[config.mk]
export PLATFORM = sky130hd
export DESIGN_NAME = riscv_reg_writeback_flat
export DESIGN_NICKNAME = d
export VERILOG_FILES = /design/src/rtl/riscv_reg_writeback_if.sv /design/src/rtl/riscv_reg_writeback.sv /design/src/flat_wrapper.sv
export SDC_FILE = /design/constraint.sdc
export NUM_CORES = 1
export LEC_CHECK = 0
export ABC_AREA = 1
export ABC_CLOCK_PERIOD_IN_PS = 3900
export CAP_MARGIN = 5
export CORE_MARGIN = 5
export CORE_UTILIZATION = 55
export CTS_BUF_LIST = sky130_fd_sc_hd__clkbuf_8
export DETAILED_ROUTE_END_ITERATION = 8
export GPL_TIMING_DRIVEN = 0
export PLACE_DENSITY_LB_ADDON = 0.25
export SLEW_MARGIN = 10
export SYNTH_ARGS = -nofsm -noshare
export SYNTH_HDL_FRONTEND = slang
export SYNTH_SLANG_ARGS = --single-unit
[constraint.sdc]
create_clock -name i_CLK -period 3.9 [get_ports i_CLK]
set_input_delay 0.78 -clock i_CLK [delete_from_list [all_inputs] [get_ports i_CLK]]
set_output_delay 0.78 -clock i_CLK [all_outputs]
set_load 0.01 [all_outputs]
[src/rtl/riscv_reg_writeback_if.sv]
// Writeback bundle: two result sources (ALU=A, LSU=B) in, one register-file write port out.
interface riscv_reg_writeback_if #(
  parameter int BUS_WIDTH      = 32,
  parameter int REG_ADDR_WIDTH = 5,
  parameter int REG_DEPTH      = 32,
  parameter int FIFO_DEPTH     = 4
);
  localparam int CNT_W = $clog2(FIFO_DEPTH) + 1;

  logic                      i_A_VALID;
  logic [REG_ADDR_WIDTH-1:0] i_A_RD;
  logic [BUS_WIDTH-1:0]      i_A_DATA;
  logic                      o_A_READY;
  logic                      i_B_VALID;
  logic [REG_ADDR_WIDTH-1:0] i_B_RD;
  logic [BUS_WIDTH-1:0]      i_B_DATA;
  logic                      o_B_READY;
  logic [REG_ADDR_WIDTH-1:0] o_WRR;
  logic [BUS_WIDTH-1:0]      o_WRDATA;
  logic                      o_WREnable;
  logic [REG_DEPTH-1:0]      o_PENDING;
  logic [CNT_W-1:0]          o_COUNT;
  logic                      o_FULL;

  modport slave (
    input  i_A_VALID, i_A_RD, i_A_DATA, i_B_VALID, i_B_RD, i_B_DATA,
    output o_A_READY, o_B_READY, o_WRR, o_WRDATA, o_WREnable, o_PENDING, o_COUNT, o_FULL
  );

  modport master (
    output i_A_VALID, i_A_RD, i_A_DATA, i_B_VALID, i_B_RD, i_B_DATA,
    input  o_A_READY, o_B_READY, o_WRR, o_WRDATA, o_WREnable, o_PENDING, o_COUNT, o_FULL
  );
endinterface

[src/rtl/riscv_reg_writeback.sv]
// Register-file write front end: round-robin accept of ALU/LSU results into an in-order
// queue, one register write per cycle, plus a pending-write mask for issue stalls.
module riscv_reg_writeback #(
  parameter int BUS_WIDTH      = 32,
  parameter int REG_ADDR_WIDTH = 5,
  parameter int REG_DEPTH      = 32,
  parameter int FIFO_DEPTH     = 4
) (
  input logic                  i_CLK,
  input logic                  i_RST_N,
  riscv_reg_writeback_if.slave bus
);
  localparam int PTR_W = $clog2(FIFO_DEPTH);
  localparam int CNT_W = PTR_W + 1;

  typedef enum logic {RR_A = 1'b0, RR_B = 1'b1} rr_e;

  rr_e                                        rr_q, rr_d;
  logic [FIFO_DEPTH-1:0][REG_ADDR_WIDTH-1:0]  q_rd;
  logic [FIFO_DEPTH-1:0][BUS_WIDTH-1:0]       q_data;
  logic [PTR_W-1:0]                           wr_ptr, rd_ptr;
  logic [CNT_W-1:0]                           count_q;
  logic                                       wren_q;
  logic [REG_ADDR_WIDTH-1:0]                  wrr_q;
  logic [BUS_WIDTH-1:0]                       wrdata_q;

  logic                      full, grant_a, grant_b, a_ready, b_ready;
  logic                      acc, enq, deq;
  logic [REG_ADDR_WIDTH-1:0] acc_rd;
  logic [BUS_WIDTH-1:0]      acc_data;
  logic [REG_DEPTH-1:0]      pend;
  logic [PTR_W-1:0]          off;

  // Full blocks acceptance outright; a same-cycle dequeue does not open a slot early.
  always_comb begin
    full     = (count_q == CNT_W'(FIFO_DEPTH));
    grant_a  = bus.i_A_VALID && (!bus.i_B_VALID || rr_q == RR_A);
    grant_b  = bus.i_B_VALID && (!bus.i_A_VALID || rr_q == RR_B);
    a_ready  = grant_a && !full;
    b_ready  = grant_b && !full;
    acc      = a_ready || b_ready;
    acc_rd   = a_ready ? bus.i_A_RD   : bus.i_B_RD;
    acc_data = a_ready ? bus.i_A_DATA : bus.i_B_DATA;
    enq      = acc && (acc_rd != '0);
    deq      = (count_q != '0);
  end

  // Round-robin pointer only moves when both sources competed and one was taken.
  always_comb begin
    rr_d = rr_q;
    if (bus.i_A_VALID && bus.i_B_VALID && acc)
      rr_d = (rr_q == RR_A) ? RR_B : RR_A;
  end

  always_ff @(posedge i_CLK or negedge i_RST_N) begin
    if (!i_RST_N) rr_q <= RR_A;
    else          rr_q <= rr_d;
  end

  always_ff @(posedge i_CLK) begin
    if (enq) begin
      q_rd[wr_ptr]   <= acc_rd;
      q_data[wr_ptr] <= acc_data;
    end
  end

  always_ff @(posedge i_CLK or negedge i_RST_N) begin
    if (!i_RST_N) begin
      wr_ptr   <= '0;
      rd_ptr   <= '0;
      count_q  <= '0;
      wren_q   <= 1'b0;
      wrr_q    <= '0;
      wrdata_q <= '0;
    end else begin
      if (enq) wr_ptr <= wr_ptr + 1'b1;
      if (deq) rd_ptr <= rd_ptr + 1'b1;
      count_q <= count_q + CNT_W'(enq) - CNT_W'(deq);
      wren_q  <= deq;
      if (deq) begin
        wrr_q    <= q_rd[rd_ptr];
        wrdata_q <= q_data[rd_ptr];
      end
    end
  end

  // An entry is live when its distance from the head is below the occupancy.
  always_comb begin
    pend = '0;
    off  = '0;
    for (int i = 0; i < FIFO_DEPTH; i++) begin
      off = PTR_W'(i) - rd_ptr;
      if ({1'b0, off} < count_q) pend[q_rd[i]] = 1'b1;
    end
    if (wren_q) pend[wrr_q] = 1'b1;
    pend[0] = 1'b0;
  end

  assign bus.o_A_READY  = a_ready;
  assign bus.o_B_READY  = b_ready;
  assign bus.o_WRR      = wrr_q;
  assign bus.o_WRDATA   = wrdata_q;
  assign bus.o_WREnable = wren_q;
  assign bus.o_PENDING  = pend;
  assign bus.o_COUNT    = count_q;
  assign bus.o_FULL     = full;
endmodule
[src/flat_wrapper.sv]
// flat-port wrapper written by rule: the top's interface ports become plain ports
module riscv_reg_writeback_flat 
#(
  parameter int BUS_WIDTH      = 32,
  parameter int REG_ADDR_WIDTH = 5,
  parameter int REG_DEPTH      = 32,
  parameter int FIFO_DEPTH     = 4
)
  (i_CLK, i_RST_N, bus_i_A_VALID, bus_i_A_RD, bus_i_A_DATA, bus_i_B_VALID, bus_i_B_RD, bus_i_B_DATA, bus_o_A_READY, bus_o_B_READY, bus_o_WRR, bus_o_WRDATA, bus_o_WREnable, bus_o_PENDING, bus_o_COUNT, bus_o_FULL);
  riscv_reg_writeback_if #(.BUS_WIDTH(BUS_WIDTH), .REG_ADDR_WIDTH(REG_ADDR_WIDTH), .REG_DEPTH(REG_DEPTH), .FIFO_DEPTH(FIFO_DEPTH)) bus_i ();
  input logic i_CLK;
  input logic i_RST_N;
  input wire logic [$bits(bus_i.i_A_VALID)-1:0] bus_i_A_VALID;
  input wire logic [$bits(bus_i.i_A_RD)-1:0] bus_i_A_RD;
  input wire logic [$bits(bus_i.i_A_DATA)-1:0] bus_i_A_DATA;
  input wire logic [$bits(bus_i.i_B_VALID)-1:0] bus_i_B_VALID;
  input wire logic [$bits(bus_i.i_B_RD)-1:0] bus_i_B_RD;
  input wire logic [$bits(bus_i.i_B_DATA)-1:0] bus_i_B_DATA;
  output wire logic [$bits(bus_i.o_A_READY)-1:0] bus_o_A_READY;
  output wire logic [$bits(bus_i.o_B_READY)-1:0] bus_o_B_READY;
  output wire logic [$bits(bus_i.o_WRR)-1:0] bus_o_WRR;
  output wire logic [$bits(bus_i.o_WRDATA)-1:0] bus_o_WRDATA;
  output wire logic [$bits(bus_i.o_WREnable)-1:0] bus_o_WREnable;
  output wire logic [$bits(bus_i.o_PENDING)-1:0] bus_o_PENDING;
  output wire logic [$bits(bus_i.o_COUNT)-1:0] bus_o_COUNT;
  output wire logic [$bits(bus_i.o_FULL)-1:0] bus_o_FULL;
  assign bus_i.i_A_VALID = bus_i_A_VALID;
  assign bus_i.i_A_RD = bus_i_A_RD;
  assign bus_i.i_A_DATA = bus_i_A_DATA;
  assign bus_i.i_B_VALID = bus_i_B_VALID;
  assign bus_i.i_B_RD = bus_i_B_RD;
  assign bus_i.i_B_DATA = bus_i_B_DATA;
  assign bus_o_A_READY = bus_i.o_A_READY;
  assign bus_o_B_READY = bus_i.o_B_READY;
  assign bus_o_WRR = bus_i.o_WRR;
  assign bus_o_WRDATA = bus_i.o_WRDATA;
  assign bus_o_WREnable = bus_i.o_WREnable;
  assign bus_o_PENDING = bus_i.o_PENDING;
  assign bus_o_COUNT = bus_i.o_COUNT;
  assign bus_o_FULL = bus_i.o_FULL;
  riscv_reg_writeback #(.BUS_WIDTH(BUS_WIDTH), .REG_ADDR_WIDTH(REG_ADDR_WIDTH), .REG_DEPTH(REG_DEPTH), .FIFO_DEPTH(FIFO_DEPTH)) u_core (.i_CLK(i_CLK), .i_RST_N(i_RST_N), .bus(bus_i));
endmodule
==> implementation parameters <==
Parameter                              Value

Logic synthesis
  Post-synthesis cell type with the largest combined area    edfxtp_1
  Average cell area after synthesis    10.2 µm²
  Register area share after synthesis    61.8%
  Count of distinct cell types in the synthesized netlist    37
  Register bit count reported by yosys    194
  Number of synthesis warnings    0
  Count of flip-flops with a built-in enable after synthesis    148
  Synth top cells by count    nand2_1 (261), edfxtp_1 (148), a22oi_1 (73)
  Cells taking the most area after synthesis    edfxtp_1 (49%), dfrtp_1 (13%), nand2_1 (11%)
  Fraction of registers with async set or reset after synthesis    23.7%
  Syn Nets    973
  Gate count of the mapped netlist    884
  Dominant synthesized flop cell    edfxtp_1
  Synthesized area    9060 µm²
  Yosys top cell area share    49.1%
  Leading cell type by number of instances after synthesis    nand2_1

Pwr
  Total power per unit cell area    787 nW/µm²
  Reported leakage power    4.85 nW
  Peak supply drop    0.000461 V

GRT
  Number of antenna violations at the first check in global routing    0
  Met3 routing resource usage after global routing    7.08%
  Wire length of the first global-routing pass    40000 µm
  Number of global-route vias before repair    7216
  Total overflow reported by the global router    0
  Global routing usage summed across all routing layers    26.9%
  Met2 capacity usage during global routing    44.1%
  Global route hottest layer    met2
  Pin count of the biggest net entering global routing    27
  Global-route track usage on met1    35.6%

Die
  Die area    19100 µm²
  Placement row count    47
  Initial core utilization    55.4%
  Die Y-Extent    138 µm
  I/O pin count    154
  Die boundary width    138 µm
  Area of the core    16300 µm²

Critical path
  Crit path required time    3120 ps
  Largest driver fanout on the critical path    6
  CP Class    reg -> out
  Crit. End Element    output port
  Setup crit start kind    register
  Endpoint arrival time on the critical path    2970 ps

Drt
  Drt wl/cell    20.2 µm
  Vias after detailed routing    7462
  Total Routed Length    26200 µm
  DR vias/cell    5.74
  Initial DRT Pass Iterations    5
  DRT antenna net count    0
  Initial detailed-routing violation count    765
  Remaining routing DRC violations    0

Timing
  Final cycle utilization of the critical path    96.2%
  Upper clock frequency limit    0.267 GHz
  Post-layout min period    3750 ps
  Clock tree skew after final layout    13.6 ps
  Slew Limit Headroom    14.5%
  Setup-violating endpoint count in the final report    0
  Number of pins exceeding their max-slew limit in the final report    0
  Worst hold slack after final layout    302 ps
  Hold violation count in the final report    0
  Transition time of the tightest slew-check pin    1270 ps
  Total negative setup slack    0 ps
  Post-layout worst setup margin    148 ps

Cells and area
  Number of antenna diodes    0
  Total Nets Final    1155
  Post-route standard cell area excluding fillers    11700 µm²
  Synthesis-to-finish area growth    28.7%
  Share of post-route cells with drive strength above 1    10.0%

Clock network
  Clock tree from TritonCTS    done
  Clock latency reported for the late side of the worst-skew pair    470 ps
  Clk sink count    194
  Root buffer selected by CTS    clkbuf_8
  H-tree levels    4
  Clock transition time at the flip-flop clock pins of the worst setup and hold paths    100 ps
  Bufs on Longest Clock Path    2
  TritonCTS buffer count    17

Placement
  Routability Congestion    1.00
  Placed Instance Area    11000 µm²
  Final HPWL DP    18800 µm
  Number of buffer cells added on primary ports    152
  Setup WS pre-CTS    -86.3 ps

Status
  Result of the run    complete, no violations

Min path
  Type of the tightest min-delay check    in -> async

Run
  Total of max-cap violations    0
per-stage QoR:
stage          power (mW)  util [%]  cells
2_1_floorplan        5.69         -    884
3_3_place_gp         7.48      66.4   1256
3_5_place_dp         7.66      67.3   1261
4_1_cts              9.10      70.5   1298
5_1_grt              9.69      71.3   1299
6_report             9.18      71.3   1299
per-layer routing:
| metal | vias up | part of all wire [%] |
|---|---|---|
| met1 | 3543 | 41 |
| met5 | - | 0 |
| li1 | 3499 | - |
| met3 | 48 | 8.9 |
| met4 | 0 | 2.2 |
| met2 | 372 | 48 |
path summary, 6_finish.rpt:
path	startpoint	cells after the start	slack [ps]	end
max in group asynchronous	i_RST_N	2	3010	u_core.bus.o_COUNT[1]
min reg2reg	u_core.wr_ptr[1]	2	550	u_core.wr_ptr[1]
min in group i_CLK	u_core.wr_ptr[1]	2	550	u_core.wr_ptr[1]
max	u_core.rd_ptr[0]	13	150	bus_o_PENDING[26]
min	i_RST_N	1	300	u_core.bus.o_WRDATA[13]
max reg2reg	u_core.bus.o_COUNT[0]	12	1280	u_core.bus.o_COUNT[2]
registers in the layout, indices dropped and copies added (netlist names), 2 cells and up:
register,count
u_core.bus.o_WRR,5
u_core.q_rd,20
u_core.rd_ptr,2
u_core.bus.o_WRDATA,32
u_core.wr_ptr,2
u_core.q_data,128
u_core.bus.o_COUNT,3
layout by cell type, fill, tap and decap left out, types with 21 or more instances in the layout:
| cell type | n |
|---|---|
| clkdlybuf4s50_1 | 128 |
| dfrtp_1 | 45 |
| nor3_1 | 35 |
| nand3_1 | 41 |
| a41oi_1 | 26 |
| nand2_1 | 259 |
| inv_1 | 67 |
| dlymetal6s2s_1 | 21 |
| edfxtp_1 | 148 |
| a22oi_1 | 73 |
| nor2_1 | 50 |
kinds of logic after synthesis:
| family | count (synthesis) | share of synthesized area, % |
|---|---|---|
| AND/OR/NAND/NOR | 435 | 20.4 |
| flip-flops | 194 | 61.8 |
| AO/OA/AOI/OAI | 135 | 11.1 |
| buffers and inverters | 104 | 4.70 |
| adder cells (fa/ha/maj) | 11 | 1.60 |
| XOR/XNOR | 4 | 0.387 |
| other | 1 | 0.0414 |
cell type report:
cell class | instances | area (µm²)
clock inverters | 14 | 168
clock buffers | 18 | 248
fillers | 1241 | 4680
multi-input cells | 586 | 3190
well taps | 220 | 275
flip-flops and latches | 194 | 5600
inverters | 71 | 267
repair buffers | 163 | 1750
plain buffers | 33 | 174
power by group:
group | total, mW | switching (mW) | internal [mW]
combinational | 4.35 | 2.70 | 1.64
clock | 1.33 | 0.725 | 0.609
sequential | 3.50 | 0.390 | 3.11
total | 9.18 | 3.82 | 5.36
worst max-delay path: stages, from the launching register on:
cell and delay (ps):
dfrtp_1 370, buf_2 180, nor2_2 120, clkbuf_8 130, inv_1 40, nand2_1 100
inv_1 60, ha_1 270, nand3_1 90, nand2_2 120, nor2_1 270, a22oi_1 110
nand3_1 120, clkdlybuf4s50_1 540
repair_timing:
action	CTS	global route
hold buffers	0	0
pin swaps	3	5
setup endpoints to repair	31	29
buffers inserted	5	1
gates resized for setup	21	38
No activity file was read; power rests on OpenSTA's default activity.
